File: config.mk
export PLATFORM = sky130hd
export DESIGN_NAME = debounce_sync
export DESIGN_NICKNAME = d
export VERILOG_FILES = /design/src/rtl/debounce_sync.sv
export SDC_FILE = /design/constraint.sdc
export NUM_CORES = 1
export LEC_CHECK = 0
export CAP_MARGIN = 5
export CORE_ASPECT_RATIO = 1.2
export CORE_UTILIZATION = 45
export DETAILED_ROUTE_END_ITERATION = 8
export HOLD_SLACK_MARGIN = 0.03
export PLACE_DENSITY = 0.75
export SYNTH_ARGS = -nofsm -noshare
export SYNTH_HDL_FRONTEND = slang
export SYNTH_SLANG_ARGS = --single-unit
File: constraint.sdc
create_clock -name Clock -period 1.65 [get_ports Clock]
set_clock_uncertainty 0.05 [all_clocks]
set_input_delay 0.33 -clock Clock [delete_from_list [all_inputs] [get_ports Clock]]
set_output_delay 0.33 -clock Clock [all_outputs]
set_load 0.005 [all_outputs]
File: src/rtl/debounce_sync.sv
// debounce_sync
//   Synchronises a raw, bouncing push-button pin and turns it into a clean
//   active-high "pressed" level. A change in the synchronised sample must
//   hold for STABLE_COUNT consecutive clocks before Level follows it.
//
// Parameters
//   STABLE_COUNT : consecutive stable samples needed to change Level (2 .. 2^CNT_WIDTH-1)
//   CNT_WIDTH    : width of the stability counter
//   ACTIVE_LOW   : 1 = pin reads 0 when pressed, 0 = pin reads 1 when pressed
//
// Ports
//   Clock  : system clock, rising edge
//   Reset  : synchronous active-high reset
//   Button : raw asynchronous button pin
//   Level  : debounced pressed level (registered)
//   Busy   : high while a candidate transition is being qualified (registered)
module debounce_sync #(
  parameter int STABLE_COUNT = 50000,
  parameter int CNT_WIDTH    = 16,
  parameter bit ACTIVE_LOW   = 1'b1
) (
  input  logic Clock,
  input  logic Reset,
  input  logic Button,
  output logic Level,
  output logic Busy
);

  typedef enum logic [1:0] {
    IDLE_LOW  = 2'b00,
    WAIT_HIGH = 2'b01,
    IDLE_HIGH = 2'b10,
    WAIT_LOW  = 2'b11
  } state_t;

  localparam logic [CNT_WIDTH-1:0] CNT_LAST = CNT_WIDTH'(STABLE_COUNT - 1);
  localparam logic [CNT_WIDTH-1:0] CNT_ONE  = CNT_WIDTH'(1);

  logic                 sync1;
  logic                 sync2;
  logic                 sample;
  state_t               state;
  logic [CNT_WIDTH-1:0] cnt;

  // Two-flop synchroniser; the only logic that sees the asynchronous pin.
  // On reset both flops hold the released pin value so no phantom press
  // is seen when reset drops.
  always_ff @(posedge Clock) begin
    if (Reset) begin
      sync1 <= ACTIVE_LOW;
      sync2 <= ACTIVE_LOW;
    end else begin
      sync1 <= Button;
      sync2 <= sync1;
    end
  end

  // Normalise polarity: sample is 1 while pressed.
  assign sample = sync2 ^ ACTIVE_LOW;

  // Qualification FSM. Level and Busy are registered together with the
  // state so both outputs are glitch-free.
  always_ff @(posedge Clock) begin
    if (Reset) begin
      state <= IDLE_LOW;
      cnt   <= '0;
      Level <= 1'b0;
      Busy  <= 1'b0;
    end else begin
      case (state)
        IDLE_LOW: begin
          if (sample) begin
            state <= WAIT_HIGH;
            cnt   <= CNT_ONE;
            Busy  <= 1'b1;
          end else begin
            cnt   <= '0;
            Busy  <= 1'b0;
          end
          Level <= 1'b0;
        end
        WAIT_HIGH: begin
          if (!sample) begin
            // Any opposing sample restarts qualification.
            state <= IDLE_LOW;
            cnt   <= '0;
            Level <= 1'b0;
            Busy  <= 1'b0;
          end else if (cnt == CNT_LAST) begin
            state <= IDLE_HIGH;
            cnt   <= '0;
            Level <= 1'b1;
            Busy  <= 1'b0;
          end else begin
            cnt   <= cnt + CNT_ONE;
            Level <= 1'b0;
            Busy  <= 1'b1;
          end
        end
        IDLE_HIGH: begin
          if (!sample) begin
            state <= WAIT_LOW;
            cnt   <= CNT_ONE;
            Busy  <= 1'b1;
          end else begin
            cnt   <= '0;
            Busy  <= 1'b0;
          end
          Level <= 1'b1;
        end
        WAIT_LOW: begin
          if (sample) begin
            state <= IDLE_HIGH;
            cnt   <= '0;
            Level <= 1'b1;
            Busy  <= 1'b0;
          end else if (cnt == CNT_LAST) begin
            state <= IDLE_LOW;
            cnt   <= '0;
            Level <= 1'b0;
            Busy  <= 1'b0;
          end else begin
            cnt   <= cnt + CNT_ONE;
            Level <= 1'b1;
            Busy  <= 1'b1;
          end
        end
        default: begin
          state <= IDLE_LOW;
          cnt   <= '0;
          Level <= 1'b0;
          Busy  <= 1'b0;
        end
      endcase
    end
  end

endmodule
== Word-level counts from Yosys, hierarchy flattened ==
Index checks and enable logic that the tools add are counted.

* Register bits: 22
* Bits in latches: 0
* RAM bits: 0
* Bits in read-only memories: 0
* Input bits: 3
* Output and inout bits: 2
* Word-level logic and storage cells: 40
* Memories: 0

* Add/subtract/negate cells: 1
* $mul: 0
* Divide/modulo/power cells: 0
* $lt $le $gt $ge: 0
* Equality and inequality tests: 8
* Shift operators: 0
* Muxes and demuxes: 23
* Bitwise gates (word level): 0
* Reductions and logical operators: 2

{| class="wikitable"
|+ Operator list
! kind !! number
|-
| $pmux 16 s4 || 1
|-
| $mux 16 || 3
|-
| $add 16x1->16 const B || 1
|-
| $eq 16x16->1 const B || 1
|-
| $mux 2 || 6
|-
| $mux 1 || 10
|-
| $pmux 1 s4 || 2
|-
| $pmux 2 s4 || 1
|-
| $ne 3x3->1 const B || 2
|-
| $eq 2x2->1 const B || 2
|-
| $ne 2x2->1 const B || 2
|-
| $reduce_and 4->1 || 1
|-
| $eq 2x1->1 const B || 1
|-
| $logic_not 2->1 || 1
|}

== Logic depth before layout (Yosys ltp) ==
Gate-level depths: netlist (run 1).

* Depth after elaboration: 4
* Mapped depth: 6
* Mapped depth without buffers: 5

== Least setup slack after synthesis (run 1) ==
Ideal clock, no wire load.

* Kind: register to register
* Start point: register cnt[11]
* End point: register cnt[15]
* Setup time: 115 ps
* Arrival time: 1599 ps
* Data required time: 1485 ps
* Path slack: -114 ps
* Stages on the path, launching flop included: 6
* Path buffers: 1
* Clock period less this slack: 1764 ps
* Path through: dfxtp_1 -> or4b_1 -> nor4_4 -> nand3b_2 -> buf_6 -> nor2_1

* Word-level cells in the longest chain between the ends: 4
* Elaborated cells on any way between the ends: 6
* Classes of those cells: add/sub (1); eq/ne (1); mux (4)

{| class="wikitable"
|+ Ends and longest elaborated chain
! what !! line !! text
|-
| start: declaration || 43 || <nowiki>logic [CNT_WIDTH-1:0] cnt;</nowiki>
|-
| start signal: assignment || 95 || <nowiki>cnt <= cnt + CNT_ONE;</nowiki>
|-
| start signal: assignment || 123 || <nowiki>cnt <= cnt + CNT_ONE;</nowiki>
|-
| $add 16x1->16 or $eq 16x16->1 (tied branches) || - ||
|-
| $mux 16 (*) || 89, 117 ||
|-
| $mux 16, on equally long branches || 112, 83 ||
|-
| $pmux 16 s4 (*) || 70 || <nowiki>case (state)</nowiki>
|}

Mark *: on every way between the ends. The rest lies on a longest branch, timed or not.
A chain may end at the register's enable or synchronous reset.

==> report_table.html, run 1 <==
<table>
<tr><th>Metric</th><th>Value</th></tr>
<tr><th colspan="2">GRT</th></tr>
<tr><td>Final global-route overflow total</td><td>0</td></tr>
<tr><td>Initial antenna violation count</td><td>0</td></tr>
<tr><td>Wire length of the first global-routing pass</td><td>2773 µm</td></tr>
<tr><td>Global-route total usage across every layer</td><td>between 10% and 20%</td></tr>
<tr><td>Largest net degree at the start of global routing</td><td>16</td></tr>
<tr><td>Number of global-route vias before repair</td><td>681</td></tr>
<tr><th colspan="2">Critical path</th></tr>
<tr><td>Path type of the worst setup path</td><td>reg -&gt; reg</td></tr>
<tr><td>Start of the worst register-to-register path</td><td>cnt[5]$_SDFF_PP0_</td></tr>
<tr><td>Endpoint kind of the worst setup timing path</td><td>flip-flop</td></tr>
<tr><td>Critical path startpoint category</td><td>flip-flop</td></tr>
<tr><td>Critical path fanouts, max</td><td>6</td></tr>
<tr><td>Worst EP arrival</td><td>about 1.9 ns</td></tr>
<tr><td>Worst reg-to-reg setup slack</td><td>-0.1 ns</td></tr>
<tr><td>Critical path required time</td><td>between 1.5 and 2 ns</td></tr>
<tr><td>Worst R2R Path Depth</td><td>5</td></tr>
<tr><th colspan="2">Finish</th></tr>
<tr><td>Area growth syn-to-layout</td><td>24.79%</td></tr>
<tr><td>Reg area</td><td>around 440 µm²</td></tr>
<tr><td>Layout Cells excl Fill</td><td>approximately 130</td></tr>
<tr><td>Most common library cell in the layout ignoring fill and taps</td><td>sky130_fd_sc_hd__dfxtp_1</td></tr>
<tr><td>Ant diodes</td><td>0</td></tr>
<tr><td>Ratio of cells with drive above 1 in the final layout</td><td>23.48%</td></tr>
<tr><td>Commonest cells after routing, fill and taps aside</td><td>sky130_fd_sc_hd__dfxtp_1, sky130_fd_sc_hd__nor2_1, sky130_fd_sc_hd__xnor2_1</td></tr>
<tr><td>Area taken by multi-input logic gates</td><td>479.2 µm²</td></tr>
<tr><td>Filler Cells Inserted</td><td>156</td></tr>
<tr><td>NumNets Final</td><td>between 100 and 150</td></tr>
<tr><th colspan="2">CTS</th></tr>
<tr><td>Max Root-Sink Buffers</td><td>2</td></tr>
<tr><td>Total clock sinks</td><td>22</td></tr>
<tr><td>Insertion delay of the later-clocked pin in the worst-skew pair</td><td>between 0.3 and 0.4 ns</td></tr>
<tr><td>CTS root buf</td><td>sky130_fd_sc_hd__clkbuf_4</td></tr>
<tr><td>CTS tree</td><td>yes</td></tr>
<tr><td>Count of hold-fix buffers inserted at cts</td><td>0</td></tr>
<tr><td>CTS Buf Count</td><td>3</td></tr>
<tr><td>Clock-pin transition on the worst setup and hold timing paths</td><td>about 0.12 ns</td></tr>
<tr><td>Number of levels in the clock H-tree</td><td>1</td></tr>
<tr><th colspan="2">Detailed routing</th></tr>
<tr><td>Antenna-violating nets left</td><td>0</td></tr>
<tr><td>Iteration-0 DRC count of the detailed router</td><td>6</td></tr>
<tr><td>Avg Vias per Cell</td><td>5.463</td></tr>
<tr><td>Total number of vias</td><td>around 730</td></tr>
<tr><td>First-pass detailed-route iteration total</td><td>4</td></tr>
<tr><td>Wire length after detailed routing</td><td>1756 µm</td></tr>
<tr><td>Routed length per instance</td><td>about 13 µm</td></tr>
<tr><td>DRC violation count after routing</td><td>0</td></tr>
<tr><th colspan="2">Floorplanning</th></tr>
<tr><td>Initial Utilization</td><td>48.26%</td></tr>
<tr><td>Std-Cell Rows</td><td>17</td></tr>
<tr><td>Die outline area</td><td>~0.0022 mm²</td></tr>
<tr><td>Die Span Y</td><td>about 51 µm</td></tr>
<tr><td>Floorplan die width</td><td>42.90 µm</td></tr>
<tr><td>Standard cell core area</td><td>~0.0019 mm²</td></tr>
<tr><td>Boundary pin count</td><td>5</td></tr>
<tr><th colspan="2">Yosys</th></tr>
<tr><td>Synthesized net count</td><td>99</td></tr>
<tr><td>Post-synthesis area per instance</td><td>9.509 µm²</td></tr>
<tr><td>Number of synthesized register bits</td><td>22</td></tr>
<tr><td>Yosys synthesis warning count</td><td>0</td></tr>
<tr><td>Synth Cell Area</td><td>approximately 900 µm²</td></tr>
<tr><td>Post-synthesis sequential area ratio</td><td>roughly half</td></tr>
<tr><td>Number of library cell types mapped by synthesis</td><td>22</td></tr>
<tr><td>Post-Synthesis Cells</td><td>95</td></tr>
<tr><th colspan="2">Power</th></tr>
<tr><td>Peak ir drop on the vdd network</td><td>between 0.0004 and 0.0005 V</td></tr>
<tr><td>Leakage power</td><td>0.4131 nW</td></tr>
<tr><td>Power density over cell area</td><td>approximately 760 mW/mm²</td></tr>
<tr><th colspan="2">Timing</th></tr>
<tr><td>Max Clk Rate</td><td>between 0.5 and 0.6 GHz</td></tr>
<tr><td>Final count of hold timing violations</td><td>0</td></tr>
<tr><td>Slew at the pin closest to its max-slew limit</td><td>~0.48 ns</td></tr>
<tr><td>Shortest clock period the worst path allows after layout</td><td>roughly 1.7 ns</td></tr>
<tr><td>Setup repair after global routing missed its margin</td><td>true</td></tr>
<tr><td>Max-slew violation total from the final report</td><td>0</td></tr>
<tr><td>Finish-stage setup viols</td><td>18</td></tr>
<tr><td>Minimum setup slack in the final design</td><td>-0.09762 ns</td></tr>
<tr><td>Max-slew headroom at the worst pin</td><td>68.21%</td></tr>
<tr><td>Final period utilization</td><td>105.9%</td></tr>
<tr><th colspan="2">Placement</th></tr>
<tr><td>HPWL after DPL</td><td>1138 µm</td></tr>
<tr><td>Worst setup slack after placement</td><td>-0.08388 ns</td></tr>
<tr><td>Final GP Congestion</td><td>0.8243</td></tr>
<tr><td>Number of buffer cells added on primary ports</td><td>4</td></tr>
<tr><td>Number of placed instances with taps included</td><td>~130</td></tr>
<tr><th colspan="2">Worst hold path</th></tr>
<tr><td>Sink of the worst hold path</td><td>sync2$_SDFF_PP1_</td></tr>
<tr><td>Worst Min Path Start</td><td>sync1$_SDFF_PP1_</td></tr>
<tr><td>Path class of the lowest-slack min-delay path</td><td>reg -&gt; reg</td></tr>
<tr><td>Worst hold stages</td><td>1</td></tr>
<tr><th colspan="2">Status</th></tr>
<tr><td>Violations in the final reports</td><td>negative setup slack</td></tr>
<tr><td>Result of the run</td><td>finished, violations left</td></tr>
<tr><th colspan="2">Job</th></tr>
<tr><td># Max-Cap Violations</td><td>0</td></tr>
</table>
[layer usage]
layer / track usage [%] / routed length (µm) / vias to the layer above
met3: 4.594 / 55 / 4
met4: 16.15 / 29 / 0
li1: - / - / 369
met1: 20.44 / 783 / 342
met5: 0 / 0 / -
met2: 26.52 / 888 / 17
[how the worst max path moves through the flow]
stage | start | endpoint | slack (ns) | cells after the start
2_1_floorplan | cnt[13]$_SDFF_PP0_ | cnt[13]$_SDFF_PP0_ | -0.09 | 5
3_3_place_gp | cnt[13]$_SDFF_PP0_ | cnt[2]$_SDFF_PP0_ | -0.05 | 4
3_5_place_dp | cnt[13]$_SDFF_PP0_ | cnt[3]$_SDFF_PP0_ | -0.08 | 4
4_1_cts | cnt[13]$_SDFF_PP0_ | cnt[3]$_SDFF_PP0_ | -0.11 | 4
5_1_grt | cnt[5]$_SDFF_PP0_ | Level$_SDFF_PP0_ | -0.18 | 5
6_report | cnt[5]$_SDFF_PP0_ | flip-flop | -0.1 | 5
[cells in the mapped netlist, drive strengths merged]
master  instances  share of area, %
or2             2               1.4
nand3b          1               1.2
a311oi          2               1.9
nand4           4               2.8
and2            1              0.69
a21boi          2               1.7
dfxtp          22                49
or4b            1               1.1
nand2           3               1.2
inv             4               1.7
a21oi           1              0.55
nor3            4               2.2
xor2            2               1.9
or4             1               1.2
nand3           5               2.8
ha              1               1.4
buf             1               1.2
o21ai           1              0.55
nor4            5               5.1
xnor2          13                13
nor2           19               7.9
[timing repair]
action	in CTS	in global routing
pin swaps	0	2
endpoints found under the setup margin	18	20
gates cloned	0	1
setup buffers	0	1
gates resized for setup	0	4
[metrics by stage]
stage	hold slack [ns]	utilization, %	power (mW)	TNS, ns	cell area, µm²
6_report	0.3750	60.23	0.8568	-1.145	1127
5_1_grt	0.3840	60.23	0.8932	-2.170	1127
4_1_cts	0.3789	58.22	0.8667	-1.666	1090
3_5_place_dp	0.3499	56.28	0.5668	-1.189	1054
3_3_place_gp	0.3447	56.28	0.5661	-0.6591	1054
2_1_floorplan	0.3395	-	0.5555	-0.9491	918.4
[critical path, cell delays in order, from the launching register on]
cell	delay, ns
sky130_fd_sc_hd__dfxtp_1	0.33
sky130_fd_sc_hd__or4_4	0.55
sky130_fd_sc_hd__nor4_4	0.27
sky130_fd_sc_hd__buf_4	0.19
sky130_fd_sc_hd__a21oi_2	0.06
sky130_fd_sc_hd__a311oi_1	0.22
[cell families (layout without fill, tap and decap cells)]
logic type	after synthesis	in the layout	share of synthesized area, %
AND/OR/NAND/NOR	46	47	27.70
flip-flops	22	22	48.75
XOR/XNOR	15	15	14.54
AO/OA/AOI/OAI	6	6	4.708
buffers and inverters	5	24	2.908
adder cells (fa/ha/maj)	1	1	1.385
[registers in the layout, indices dropped and copies added (netlist names), named ones only]
signal	flops
cnt	16
Level	1
sync2	1
sync1	1
Busy	1
state	1
[power breakdown]
part | internal, mW | total, mW | switching [mW]
Sequential | 0.535 | 0.539 | 0.00355
Combinational | 0.0109 | 0.0175 | 0.00661
Clock | 0.135 | 0.301 | 0.166
[area by class of cell]
type / count / share of cell area [%]
Clock buffer: 4 / 3.219
Inverter: 4 / 1.332
Multi-Input combinational cell: 69 / 42.51
Sequential cell: 22 / 39.29
Tap cell: 19 / 2.109
Timing Repair Buffer: 16 / 11.54
Power figures use the tool's default switching activity.
==> inputs of run 2 (changes only) <==
--- a/config.mk
+++ b/config.mk
@@ -9,8 +9,10 @@
 export CORE_ASPECT_RATIO = 1.2
 export CORE_UTILIZATION = 45
 export DETAILED_ROUTE_END_ITERATION = 8
+export GPL_ROUTABILITY_DRIVEN = 0
 export HOLD_SLACK_MARGIN = 0.03
 export PLACE_DENSITY = 0.75
+export SETUP_SLACK_MARGIN = 0.4
 export SYNTH_ARGS = -nofsm -noshare
 export SYNTH_HDL_FRONTEND = slang
 export SYNTH_SLANG_ARGS = --single-unit
==> report_table.html, run 2 (synthesis gave the netlist of run 1 again) <==
<table>
<tr><th>Metric</th><th>Value</th></tr>
<tr><th colspan="2">Finish</th></tr>
<tr><td>Commonest cells after routing, fill and taps aside</td><td>sky130_fd_sc_hd__dfxtp_1, sky130_fd_sc_hd__nor2_1, sky130_fd_sc_hd__xnor2_1</td></tr>
<tr><td>Ant diodes</td><td>0 (unchanged)</td></tr>
<tr><td>Area growth syn-to-layout</td><td>21.61%</td></tr>
<tr><td>Register name with the most flops</td><td>cnt</td></tr>
<tr><td>Max FFs per register</td><td>16 (unchanged)</td></tr>
<tr><td>NumNets Final</td><td>120 (unchanged)</td></tr>
<tr><td>Filler Cells Inserted</td><td>169 (+8.3%)</td></tr>
<tr><td>Post-route standard cell area excluding fillers</td><td>0.001099 mm² (-2.6%)</td></tr>
<tr><td>Ratio of cells with drive above 1 in the final layout</td><td>22.81% (-0.67 points)</td></tr>
<tr><th colspan="2">Detailed routing</th></tr>
<tr><td>First-pass detailed-route iteration total</td><td>3 (-1)</td></tr>
<tr><td>Routed length per instance</td><td>12.17 µm (-7.2%)</td></tr>
<tr><td>Iteration-0 DRC count of the detailed router</td><td>12 (+6)</td></tr>
<tr><td>Antenna-violating nets left</td><td>0 (unchanged)</td></tr>
<tr><td>Wire length after detailed routing</td><td>1618 µm (-7.9%)</td></tr>
<tr><td>Total number of vias</td><td>725 (-0.96%)</td></tr>
<tr><td>Avg Vias per Cell</td><td>5.451 (-0.21%)</td></tr>
<tr><td>DRC violation count after routing</td><td>0 (unchanged)</td></tr>
<tr><th colspan="2">Critical path</th></tr>
<tr><td>Worst R2R Path Depth</td><td>4 (-1)</td></tr>
<tr><td>Worst stage delay on the critical path</td><td>0.54 ns (about the same)</td></tr>
<tr><td>Worst reg-to-reg setup slack</td><td>-0.1 ns (about the same)</td></tr>
<tr><td>Path type of the worst setup path</td><td>reg -&gt; reg</td></tr>
<tr><td>Critical path startpoint category</td><td>flip-flop</td></tr>
<tr><td>Worst EP arrival</td><td>1.90 ns (-0.02 ns)</td></tr>
<tr><td>Buf/Inv on CP</td><td>0 (-1)</td></tr>
<tr><td>Total number of cells along the worst setup path</td><td>4 (-1)</td></tr>
<tr><td>Endpoint kind of the worst setup timing path</td><td>flip-flop</td></tr>
<tr><td>Worst flop-to-flop path endpoint</td><td>cnt[4]$_SDFF_PP0_</td></tr>
<tr><td>Critical path required time</td><td>1.80 ns (-0.02 ns)</td></tr>
<tr><td>Critical path fanouts, max</td><td>15 (+9)</td></tr>
<tr><td>Crit-path leading delay family</td><td>simple AND/OR/NAND/NOR gates</td></tr>
<tr><td>CP Cell Sequence</td><td>or4_4, nor4_4, nand3b_4, nor2_1</td></tr>
<tr><td>Start of the worst register-to-register path</td><td>cnt[5]$_SDFF_PP0_</td></tr>
<tr><td>Worst-path cell with the longest stage delay</td><td>sky130_fd_sc_hd__or4_4</td></tr>
<tr><th colspan="2">Timing</th></tr>
<tr><td>Final period utilization</td><td>106.0% (about the same)</td></tr>
<tr><td>Final count of hold timing violations</td><td>0 (unchanged)</td></tr>
<tr><td>Minimum setup slack in the final design</td><td>-0.09882 ns (-0.001195 ns)</td></tr>
<tr><td>Finish-stage setup viols</td><td>19 (+1)</td></tr>
<tr><td>Max-slew violation total from the final report</td><td>0 (unchanged)</td></tr>
<tr><td>Slew at the pin closest to its max-slew limit</td><td>0.3598 ns (-0.1152 ns)</td></tr>
<tr><td>Fin Hold WS</td><td>0.3879 ns (+0.01294 ns)</td></tr>
<tr><td>Shortest clock period the worst path allows after layout</td><td>1.749 ns (+0.001195 ns)</td></tr>
<tr><td>Setup repair after global routing missed its margin</td><td>true</td></tr>
<tr><td>Max-slew headroom at the worst pin</td><td>75.94% (+7.7 points)</td></tr>
<tr><td>Max Clk Rate</td><td>0.5718 GHz (about the same)</td></tr>
<tr><th colspan="2">Placement</th></tr>
<tr><td>Number of buffer cells added on primary ports</td><td>4 (unchanged)</td></tr>
<tr><td>Instance area after placement</td><td>0.001054 mm² (unchanged)</td></tr>
<tr><td>HPWL after DPL</td><td>1178 µm (+3.6%)</td></tr>
<tr><th colspan="2">Power</th></tr>
<tr><td>Clk pwr share</td><td>29.8% (-5.3 points)</td></tr>
<tr><td>Part of the power in combinational logic</td><td>2.1% (about the same)</td></tr>
<tr><td>Peak ir drop on the vdd network</td><td>0.0005213 V (+21%)</td></tr>
<tr><td>Flop pwr share</td><td>68.1% (+5.2 points)</td></tr>
<tr><td>Power Internal</td><td>0.6310 mW (-7.3%)</td></tr>
<tr><td>Leakage power</td><td>0.3836 nW (-7.2%)</td></tr>
<tr><td>Sum of internal, switching and leakage power</td><td>0.7905 mW (-7.7%)</td></tr>
<tr><td>Switching Fraction</td><td>20.18% (-0.35 points)</td></tr>
<tr><td>Power density over cell area</td><td>719.6 mW/mm² (-5.3%)</td></tr>
<tr><td>Total net switching power</td><td>0.1595 mW (-9.3%)</td></tr>
<tr><th colspan="2">Floorplanning</th></tr>
<tr><td>Std-Cell Rows</td><td>17 (unchanged)</td></tr>
<tr><td>Initial Utilization</td><td>48.26% (unchanged)</td></tr>
<tr><td>Die outline area</td><td>0.002191 mm² (unchanged)</td></tr>
<tr><td>Die Span Y</td><td>51.08 µm (unchanged)</td></tr>
<tr><td>Boundary pin count</td><td>5 (unchanged)</td></tr>
<tr><td>Floorplan die width</td><td>42.90 µm (unchanged)</td></tr>
<tr><td>Standard cell core area</td><td>0.001872 mm² (unchanged)</td></tr>
<tr><th colspan="2">CTS</th></tr>
<tr><td>Total clock sinks</td><td>22 (unchanged)</td></tr>
<tr><td>Insertion delay of the later-clocked pin in the worst-skew pair</td><td>0.31 ns (about the same)</td></tr>
<tr><td>Number of levels in the clock H-tree</td><td>1 (unchanged)</td></tr>
<tr><td>Count of hold-fix buffers inserted at cts</td><td>0 (unchanged)</td></tr>
<tr><td>Clock-pin transition on the worst setup and hold timing paths</td><td>0.10 ns (-0.02 ns)</td></tr>
<tr><td>CTS tree</td><td>yes</td></tr>
<tr><td>CTS root buf</td><td>sky130_fd_sc_hd__clkbuf_4</td></tr>
<tr><td>CTS Buf Count</td><td>3 (unchanged)</td></tr>
<tr><td>Max Root-Sink Buffers</td><td>2 (unchanged)</td></tr>
<tr><th colspan="2">Worst hold path</th></tr>
<tr><td>Worst hold stages</td><td>1 (unchanged)</td></tr>
<tr><td>Worst Min Path Start</td><td>sync1$_SDFF_PP1_</td></tr>
<tr><td>Sink of the worst hold path</td><td>sync2$_SDFF_PP1_</td></tr>
<tr><td>Path class of the lowest-slack min-delay path</td><td>reg -&gt; reg</td></tr>
<tr><th colspan="2">Status</th></tr>
<tr><td>Result of the run</td><td>finished, violations left</td></tr>
<tr><td>Violations in the final reports</td><td>negative setup slack</td></tr>
<tr><th colspan="2">GRT</th></tr>
<tr><td>Global-route total usage across every layer</td><td>16.86% (-0.91 points)</td></tr>
<tr><td>Wire length of the first global-routing pass</td><td>2725 µm (-1.7%)</td></tr>
<tr><td>Largest net degree at the start of global routing</td><td>16 (unchanged)</td></tr>
<tr><td>Number of global-route vias before repair</td><td>689 (+1.2%)</td></tr>
<tr><td>Final global-route overflow total</td><td>0 (unchanged)</td></tr>
<tr><td>Initial antenna violation count</td><td>0 (unchanged)</td></tr>
<tr><th colspan="2">Job</th></tr>
<tr><td># Max-Cap Violations</td><td>0 (unchanged)</td></tr>
</table>
run 2: per-layer routing:
layer  up-vias  track usage (%)  routed length, µm
met4         0            11.98                 40
met2         7            29.29                815
met5         -                0                  0
li1        367                -                  -
met3         5            2.473                 33
met1       346            18.36                729
run 2: worst register-to-register path: stages, from the launching register on:
cell and delay [ns]:
sky130_fd_sc_hd__dfxtp_2 0.33, sky130_fd_sc_hd__or4_4 0.54, sky130_fd_sc_hd__nor4_4 0.35, sky130_fd_sc_hd__nand3b_4 0.30, sky130_fd_sc_hd__nor2_1 0.07
run 2: timing repair:
item | 4_1_cts | 5_1_grt
setup buffers | 1 | 1
pin swaps | 0 | 3
gates cloned | 0 | 0
endpoints found under the setup margin | 22 | 22
resized for setup | 3 | 4
run 2: how the worst max path moves through the flow:
stage	startpoint	end	slack, ns
2_1_floorplan	cnt[13]$_SDFF_PP0_	cnt[13]$_SDFF_PP0_	-0.09
3_3_place_gp	cnt[13]$_SDFF_PP0_	cnt[4]$_SDFF_PP0_	-0.05
3_5_place_dp	cnt[13]$_SDFF_PP0_	cnt[2]$_SDFF_PP0_	-0.08
4_1_cts	cnt[13]$_SDFF_PP0_	cnt[4]$_SDFF_PP0_	-0.10
6_report	cnt[5]$_SDFF_PP0_	cnt[4]$_SDFF_PP0_	-0.1
5_1_grt	cnt[5]$_SDFF_PP0_	cnt[9]$_SDFF_PP0_	-0.18
run 2: per-stage QoR:
| stage | utilization (%) | std cells | worst slack (ns) | setup TNS, ns |
|---|---|---|---|---|
| global route | 58.69 | 133 | -0.1789 | -3.039 |
| finish | 58.69 | 133 | -0.09882 | -1.425 |
| floorplan | - | 95 | -0.09393 | -0.9491 |
| detailed placement | 56.28 | 128 | -0.07843 | -1.127 |
| global placement | 56.28 | 128 | -0.04856 | -0.6656 |
| CTS | 57.75 | 132 | -0.1030 | -1.496 |
run 2: area by class of cell:
type                       instances  area [µm²]  share of cell area (%)
inverter                           4       15.01                   1.367
multi-input combinational         68       452.9                   41.23
clock buffer                       3       22.52                   2.050
tap                               19       23.77                   2.164
timing repair buffer              17       140.1                   12.76
sequential                        22       444.2                   40.43
run 2: power by group through the flow:
stage	Clock, mW	Combinational (mW)	Sequential (mW)
2_1_floorplan	0	0.00556	0.550
3_3_place_gp	0	0.0161	0.550
3_5_place_dp	0	0.0166	0.550
4_1_cts	0.242	0.0163	0.538
5_1_grt	0.263	0.0180	0.539
6_report	0.236	0.0165	0.538
